$ cat config.mk
export PLATFORM = sky130hd
export DESIGN_NAME = fft_addr_seq_flat
export DESIGN_NICKNAME = d
export VERILOG_FILES = /design/src/rtl/fft_addr_seq_if.sv /design/src/rtl/fft_addr_seq.sv /design/src/flat_wrapper.sv
export SDC_FILE = /design/constraint.sdc
export NUM_CORES = 1
export LEC_CHECK = 0
export CAP_MARGIN = 20
export CORE_UTILIZATION = 55
export DETAILED_ROUTE_END_ITERATION = 12
export PLACE_DENSITY = 0.86
export REMOVE_ABC_BUFFERS = 1
export SLEW_MARGIN = 10
export SYNTH_ARGS = -nofsm -noshare
export SYNTH_HDL_FRONTEND = slang
export SYNTH_SLANG_ARGS = --single-unit
$ cat constraint.sdc
create_clock -name clk -period 4.1 [get_ports clk]
set_input_delay 0.82 -clock clk [delete_from_list [all_inputs] [get_ports clk]]
set_output_delay 0.82 -clock clk [all_outputs]
set_load 0.01 [all_outputs]
$ cat src/rtl/fft_addr_seq_if.sv
// Bus between the FFT address sequencer and its frame source / result consumer.
// The slave side is the sequencer; the master side feeds samples and drains results.
interface fft_addr_seq_if #(
   parameter int LOG2N = 9
);
   logic             load_start;
   logic             load_valid;
   logic             out_ready;
   logic [LOG2N-1:0] ram0_addr_a;
   logic [LOG2N-1:0] ram0_addr_b;
   logic [LOG2N-1:0] ram1_addr_a;
   logic [LOG2N-1:0] ram1_addr_b;
   logic             ram0_we;
   logic             ram1_we;
   logic [LOG2N-2:0] tw_addr;
   logic             src_sel;
   logic             out_valid;
   logic [LOG2N-1:0] out_idx;
   logic             busy;
   logic             fft_done;
   logic [15:0]      frame_cnt;

   modport master (
      output load_start, load_valid, out_ready,
      input  ram0_addr_a, ram0_addr_b, ram1_addr_a, ram1_addr_b,
      input  ram0_we, ram1_we, tw_addr, src_sel,
      input  out_valid, out_idx, busy, fft_done, frame_cnt
   );

   modport slave (
      input  load_start, load_valid, out_ready,
      output ram0_addr_a, ram0_addr_b, ram1_addr_a, ram1_addr_b,
      output ram0_we, ram1_we, tw_addr, src_sel,
      output out_valid, out_idx, busy, fft_done, frame_cnt
   );
endinterface

$ cat src/rtl/fft_addr_seq.sv
// Address sequencer for an in-place ping-pong radix-2 FFT.
// Loads a frame into RAM0 in bit-reversed order, runs LOG2N butterfly stages
// alternating RAM0/RAM1 as source and destination, then reads the result RAM
// out in natural order.
module fft_addr_seq #(
   parameter int LOG2N  = 9,
   parameter int BF_LAT = 2
) (
   input  logic          clk,
   input  logic          reset_n,
   fft_addr_seq_if.slave bus
);
   localparam int AW = LOG2N;
   localparam int TW = LOG2N - 1;
   localparam int SW = 4;
   // Result lands in RAM1 when the number of stages is odd.
   localparam bit RES_RAM1 = (LOG2N % 2) == 1;

   localparam logic [AW-1:0] K_LAST  = {AW{1'b1}};
   localparam logic [TW-1:0] BF_LAST = {TW{1'b1}};
   localparam logic [SW-1:0] S_LAST  = SW'(LOG2N - 1);
   localparam logic [3:0]    D_LAST  = 4'(BF_LAT - 1);

   typedef enum logic [2:0] {IDLE, LOAD, COMPUTE, DRAIN, UNLOAD} state_t;

   state_t          state;
   logic [AW-1:0]   k;          // load sample counter
   logic [AW-1:0]   j;          // unload address counter
   logic [TW-1:0]   bf;         // butterfly index within stage
   logic [SW-1:0]   stg;        // stage index
   logic [3:0]      dcnt;       // drain cycle counter
   logic [15:0]     frame_cnt_q;
   logic            out_valid_q;
   logic [AW-1:0]   out_idx_q;

   // Butterfly operand addresses for the current (stg, bf).
   logic [AW-1:0]   bf_ext, bit_s, pos, rd_a, rd_b;
   logic [TW-1:0]   tw_val;
   logic            rd_vld;

   // Write-side delay line: read addresses reappear BF_LAT cycles later as
   // destination write addresses.
   logic [BF_LAT:1] vld_pipe;
   logic [AW-1:0]   wa_pipe [1:BF_LAT];
   logic [AW-1:0]   wb_pipe [1:BF_LAT];
   logic            wr_vld;
   logic [AW-1:0]   wr_a, wr_b;

   function automatic logic [AW-1:0] bitrev(input logic [AW-1:0] v);
      logic [AW-1:0] r;
      for (int n = 0; n < AW; n++) r[n] = v[AW-1-n];
      return r;
   endfunction

   assign rd_vld = (state == COMPUTE);
   assign wr_vld = vld_pipe[BF_LAT];
   assign wr_a   = wa_pipe[BF_LAT];
   assign wr_b   = wb_pipe[BF_LAT];

   // Butterfly address generation: insert a zero bit at position stg of bf.
   always_comb begin
      bf_ext = {1'b0, bf};
      bit_s  = AW'(1) << stg;
      pos    = bf_ext & (bit_s - AW'(1));
      rd_a   = ((bf_ext >> stg) << (stg + SW'(1))) | pos;
      rd_b   = rd_a | bit_s;
      tw_val = TW'(pos << (S_LAST - stg));
   end

   // Delay line carrying read addresses to the write side; cleared on reset so
   // no write survives an abort.
   always_ff @(posedge clk or negedge reset_n) begin
      if (!reset_n) begin
         vld_pipe <= '0;
         for (int p = 1; p <= BF_LAT; p++) begin
            wa_pipe[p] <= '0;
            wb_pipe[p] <= '0;
         end
      end else begin
         vld_pipe[1] <= rd_vld;
         wa_pipe[1]  <= rd_a;
         wb_pipe[1]  <= rd_b;
         for (int p = 2; p <= BF_LAT; p++) begin
            vld_pipe[p] <= vld_pipe[p-1];
            wa_pipe[p]  <= wa_pipe[p-1];
            wb_pipe[p]  <= wb_pipe[p-1];
         end
      end
   end

   // Frame sequencing FSM with its counters and registered result outputs.
   always_ff @(posedge clk or negedge reset_n) begin
      if (!reset_n) begin
         state       <= IDLE;
         k           <= '0;
         j           <= '0;
         bf          <= '0;
         stg         <= '0;
         dcnt        <= '0;
         frame_cnt_q <= '0;
         out_valid_q <= 1'b0;
         out_idx_q   <= '0;
      end else begin
         out_valid_q <= 1'b0;
         case (state)
            IDLE: begin
               if (bus.load_start) begin
                  state <= LOAD;
                  k     <= '0;
               end
            end
            LOAD: begin
               if (bus.load_valid) begin
                  k <= k + AW'(1);
                  if (k == K_LAST) begin
                     state <= COMPUTE;
                     bf    <= '0;
                     stg   <= '0;
                  end
               end
            end
            COMPUTE: begin
               bf <= bf + TW'(1);
               if (bf == BF_LAST) begin
                  state <= DRAIN;
                  dcnt  <= '0;
               end
            end
            DRAIN: begin
               dcnt <= dcnt + 4'd1;
               // Last write of the stage happens in the final drain cycle.
               if (dcnt == D_LAST) begin
                  dcnt <= '0;
                  if (stg == S_LAST) begin
                     state <= UNLOAD;
                     j     <= '0;
                  end else begin
                     stg   <= stg + SW'(1);
                     bf    <= '0;
                     state <= COMPUTE;
                  end
               end
            end
            UNLOAD: begin
               if (bus.out_ready) begin
                  out_valid_q <= 1'b1;
                  out_idx_q   <= j;
                  j           <= j + AW'(1);
                  if (j == K_LAST) begin
                     state       <= IDLE;
                     frame_cnt_q <= frame_cnt_q + 16'd1;
                  end
               end
            end
            default: state <= IDLE;
         endcase
      end
   end

   // RAM port steering: src_sel picks which RAM reads operands and which
   // takes the delayed writes; everything idles at zero.
   always_comb begin
      bus.ram0_addr_a = '0;
      bus.ram0_addr_b = '0;
      bus.ram1_addr_a = '0;
      bus.ram1_addr_b = '0;
      bus.ram0_we     = 1'b0;
      bus.ram1_we     = 1'b0;
      bus.tw_addr     = '0;
      bus.src_sel     = 1'b0;
      bus.fft_done    = 1'b0;
      case (state)
         LOAD: begin
            bus.ram0_addr_a = bitrev(k);
            bus.ram0_we     = bus.load_valid;
         end
         COMPUTE, DRAIN: begin
            bus.src_sel = stg[0];
            bus.tw_addr = rd_vld ? tw_val : '0;
            if (!stg[0]) begin
               bus.ram0_addr_a = rd_vld ? rd_a : '0;
               bus.ram0_addr_b = rd_vld ? rd_b : '0;
               bus.ram1_addr_a = wr_vld ? wr_a : '0;
               bus.ram1_addr_b = wr_vld ? wr_b : '0;
               bus.ram1_we     = wr_vld;
            end else begin
               bus.ram1_addr_a = rd_vld ? rd_a : '0;
               bus.ram1_addr_b = rd_vld ? rd_b : '0;
               bus.ram0_addr_a = wr_vld ? wr_a : '0;
               bus.ram0_addr_b = wr_vld ? wr_b : '0;
               bus.ram0_we     = wr_vld;
            end
         end
         UNLOAD: begin
            if (RES_RAM1) bus.ram1_addr_a = j;
            else          bus.ram0_addr_a = j;
            bus.fft_done = bus.out_ready && (j == K_LAST);
         end
         default: ;
      endcase
   end

   assign bus.busy      = (state != IDLE);
   assign bus.out_valid = out_valid_q;
   assign bus.out_idx   = out_idx_q;
   assign bus.frame_cnt = frame_cnt_q;

endmodule

$ cat src/flat_wrapper.sv
// flat-port wrapper written by rule: the top's interface ports become plain ports
module fft_addr_seq_flat 
#(
   parameter int LOG2N  = 9,
   parameter int BF_LAT = 2
)
  (clk, reset_n, bus_load_start, bus_load_valid, bus_out_ready, bus_ram0_addr_a, bus_ram0_addr_b, bus_ram1_addr_a, bus_ram1_addr_b, bus_ram0_we, bus_ram1_we, bus_tw_addr, bus_src_sel, bus_out_valid, bus_out_idx, bus_busy, bus_fft_done, bus_frame_cnt);
  fft_addr_seq_if #(.LOG2N(LOG2N)) bus_i ();
  input  logic clk;
  input  logic reset_n;
  input wire logic [$bits(bus_i.load_start)-1:0] bus_load_start;
  input wire logic [$bits(bus_i.load_valid)-1:0] bus_load_valid;
  input wire logic [$bits(bus_i.out_ready)-1:0] bus_out_ready;
  output wire logic [$bits(bus_i.ram0_addr_a)-1:0] bus_ram0_addr_a;
  output wire logic [$bits(bus_i.ram0_addr_b)-1:0] bus_ram0_addr_b;
  output wire logic [$bits(bus_i.ram1_addr_a)-1:0] bus_ram1_addr_a;
  output wire logic [$bits(bus_i.ram1_addr_b)-1:0] bus_ram1_addr_b;
  output wire logic [$bits(bus_i.ram0_we)-1:0] bus_ram0_we;
  output wire logic [$bits(bus_i.ram1_we)-1:0] bus_ram1_we;
  output wire logic [$bits(bus_i.tw_addr)-1:0] bus_tw_addr;
  output wire logic [$bits(bus_i.src_sel)-1:0] bus_src_sel;
  output wire logic [$bits(bus_i.out_valid)-1:0] bus_out_valid;
  output wire logic [$bits(bus_i.out_idx)-1:0] bus_out_idx;
  output wire logic [$bits(bus_i.busy)-1:0] bus_busy;
  output wire logic [$bits(bus_i.fft_done)-1:0] bus_fft_done;
  output wire logic [$bits(bus_i.frame_cnt)-1:0] bus_frame_cnt;
  assign bus_i.load_start = bus_load_start;
  assign bus_i.load_valid = bus_load_valid;
  assign bus_i.out_ready = bus_out_ready;
  assign bus_ram0_addr_a = bus_i.ram0_addr_a;
  assign bus_ram0_addr_b = bus_i.ram0_addr_b;
  assign bus_ram1_addr_a = bus_i.ram1_addr_a;
  assign bus_ram1_addr_b = bus_i.ram1_addr_b;
  assign bus_ram0_we = bus_i.ram0_we;
  assign bus_ram1_we = bus_i.ram1_we;
  assign bus_tw_addr = bus_i.tw_addr;
  assign bus_src_sel = bus_i.src_sel;
  assign bus_out_valid = bus_i.out_valid;
  assign bus_out_idx = bus_i.out_idx;
  assign bus_busy = bus_i.busy;
  assign bus_fft_done = bus_i.fft_done;
  assign bus_frame_cnt = bus_i.frame_cnt;
  fft_addr_seq #(.LOG2N(LOG2N), .BF_LAT(BF_LAT)) u_core (.clk(clk), .reset_n(reset_n), .bus(bus_i));
endmodule
==> summary.md <==
| Metric | Value |
|---|---|
| Status | completed |
| Yosys cell types | 68 |
| Number of global-route vias before repair | 5546 |
| Worst VDD drop | 0.379 mV |
| # fillers | 741 |
| DRT Pass-1 Iters | 8 |
| Hold Path Stages | 0 |
| Row cnt | 37 |
| Core Area | 10400 um^2 |
| Crit path DAT | 3210 ps |
| Wire length per cell | 19.5 um |
| CP cell instances | buf_12 > ha_1 > o21ba_2 > o21a_1 > o31ai_2 > o31ai_4 > a311oi_2 > o21ai_0 > clkdlybuf4s50_1 |
| Final Total Pwr | 4.07 mW |
| Post-synth top area share | 42.4% |
| Total negative slack | 0 ps |
| Buf+Inv Stages, Crit Path | 2 |
| Top Ports | 80 |
| Worst-Margin Slew | 888 ps |
| DRT iter0 DRCs | 575 |
| Die height | 106 um |
| Nets | 788 |
| # hold bufs at CTS | 0 |
| Ys Warns | 0 |
| Clock Latency Late Sink | 380 ps |
| Final core utilization | 72.8% |
| Initial antenna violation count | 0 |
| Minimum clock period | 4030 ps |
| Max Clock Freq | 0.248 GHz |
| Area leader, netlist | dfrtp_1 |
| Final Hold Viols | 0 |
| Fraction of registers with async set/reset | 100% |
| CP top delay family | compound AO/OA/AOI/OAI gates |
| TritonCTS clock tree | built |
| Post-Layout Cell Count | 907 |
| Hpwl dp | 12400 um |
| Setup CP Type | reg -> out |
| First-pass GRT wire length | 28400 um |
| Die area | 11300 um^2 |
| Inst Count DP | 879 |
| Area grow syn2layout | 27.2% |
| Crit path depth | 9 |
| Synth area leaders | dfrtp_1, nand2_1, o21ai_0, ha_1, nor2_1 |
| H-tree lvl count | 3 |
| Post-synth EDFFs | 0 |
| Initial Utilization | 57.3% |
| Clock sink count | 101 |
| Max Cap Violations | 0 |
| DRT Wirelength | 17700 um |
| Final period utilization | 98.3% |
| Commonest cells in the netlist | dfrtp_1, nand2_1, o21ai_0, nor2_1, clkbuf_1 |
| Post-Syn Area | 5960 um^2 |
| Primary FF master, synth | dfrtp_1 |
| Slowest stage delay, CP | 510 ps |
| Setup violations, final | 0 |
| ANT nets after route | 0 |
| Total global routing overflow | 0 |
| Total Routing Usage GR | 32.2% |
| Share of cells above drive strength 1 | 16.7% |
| Final Slew Violations | 0 |
| DR vias | 5834 |
| Worst Setup Start Kind | register |
| Gate Count Post-Synth | 673 |
| Slew HR | 40.8% |
| Longest Clk Path Bufs | 2 |
| Worst Setup End Kind | primary output |
| Chip Width | 106 um |
| Synth Register Bits | 101 |
| Largest net degree at the start of global routing | 72 |
| WHS | 350 ps |
| Post-Syn Area per Cell | 8.86 um^2 |
| DRC viols | 0 |
| Critical path required time | 3280 ps |
| Via-to-Cell Ratio | 6.43 |
| Reg2Reg Depth | 10 |
| LEAKAGE | 3.48 nW |
| IO buf count | 79 |
| Crit path max fanout | 15 |
| Sequential cell area fraction in the yosys report | 42.4% |
| Hold WC Path Type | reg -> reg |
| Clk slew on worst S/H paths | 110 ps |
| CP max stage cell | clkdlybuf4s50_1 |
| Most frequent cell after synthesis | dfrtp_1 |
| Number of CTS-inserted buffers | 9 |
| Clock Skew | 18.2 ps |
| P per Cell Area | 536 nW/um^2 |
| Root buffer cell | clkbuf_8 |
| GPL Wtd Cong | 0.961 |
| Number of diodes | 0 |
path summary, 6_finish.rpt:
check / start / end / slack, ps
worst max-delay path: u_core.stg[0] / bus_ram1_addr_b[3] / 70
worst min-delay path: u_core.vld_pipe[1] / u_core.vld_pipe[2] / 350
worst max register to register: u_core.stg[0] / u_core.wb_pipe[14] / 1550
worst min register to register: u_core.vld_pipe[1] / u_core.vld_pipe[2] / 350
max in group asynchronous: reset_n / u_core.wr_b[7] / 2770
min in group asynchronous: reset_n / u_core.bus.frame_cnt[12] / 560
cell type report:
type | instances | area (um^2) | share of cell area [%]
Multi-Input combinational cell | 493 | 3340 | 44.1
Clock buffer | 9 | 124 | 1.63
Inverter | 29 | 113 | 1.48
Timing Repair Buffer | 132 | 1230 | 16.2
Sequential cell | 101 | 2530 | 33.3
Tap cell | 136 | 170 | 2.24
Clock inverter | 7 | 73.8 | 0.973
per-stage QoR:
| stage | worst slack, ps | area, um^2 |
|---|---|---|
| finish | 69.1 | 7590 |
| global route | -57.5 | 7590 |
| CTS | 0.621 | 7400 |
| detailed placement | 203 | 7030 |
| global placement | 234 | 7030 |
| floorplan | -6.37 | 5760 |
cells in the final DEF (no fill, tap or decap), types with 12 or more instances in the layout:
cell type,synthesis,routed
dfrtp_1,101,99
nand2_1,83,82
clkdlybuf4s50_1,0,57
o21ai_0,61,53
nor2_1,52,50
buf_4,0,49
inv_1,27,26
nand3_1,22,22
nand4_1,18,18
a21oi_1,18,17
xor2_1,18,17
a32oi_1,17,17
and3_1,15,15
nor3_1,16,14
xnor2_1,14,14
ha_1,17,14
and2_1,13,13
dlygate4sd2_1,0,13
mux2_2,12,12
timing repair:
action / 4_1_cts / 5_1_grt
gates cloned: 1 / 0
pin swaps: 6 / 9
endpoints found under the hold margin: 0 / 0
buffers inserted: 6 / 4
endpoints found under the setup margin: 28 / 34
gates resized for setup: 35 / 39
sequential cells by signal (all words and copies together) (netlist names):
| register | count |
|---|---|
| u_core.wr_a | 9 |
| u_core.vld_pipe | 2 |
| u_core.dcnt | 4 |
| u_core.k | 9 |
| u_core.wb_pipe | 9 |
| u_core.wa_pipe | 9 |
| u_core.bus.out_valid | 1 |
| u_core.bus.frame_cnt | 16 |
| u_core.state | 3 |
| u_core.bus.out_idx | 9 |
| u_core.wr_b | 9 |
| u_core.j | 9 |
| u_core.stg | 4 |
| u_core.bf | 8 |
per-layer routing:
layer	GRT usage, %	up-vias	share of wire (%)
met5	0	-	0
met4	12.7	0	3.7
met3	5.76	61	7.7
met2	52.7	307	48
met1	42.3	2858	41
li1	-	2608	-
where the power goes:
| group | internal (mW) | total (mW) | switching, mW |
|---|---|---|---|
| Combinational | 0.973 | 2.04 | 1.07 |
| Sequential | 1.21 | 1.39 | 0.180 |
| Clock | 0.241 | 0.640 | 0.399 |
cells by family (layout without fill, tap and decap cells):
logic type | after synthesis | after routing | synth area share, %
flops | 101 | 101 | 42.4
simple gates | 257 | 257 | 21.1
compound gates | 169 | 169 | 19.6
mux | 18 | 18 | 3.36
xor+xnor | 32 | 32 | 4.70
buf+inv | 79 | 177 | 5.33
fa+ha+maj | 17 | 17 | 3.57
(Power assumes the default switching activity.)
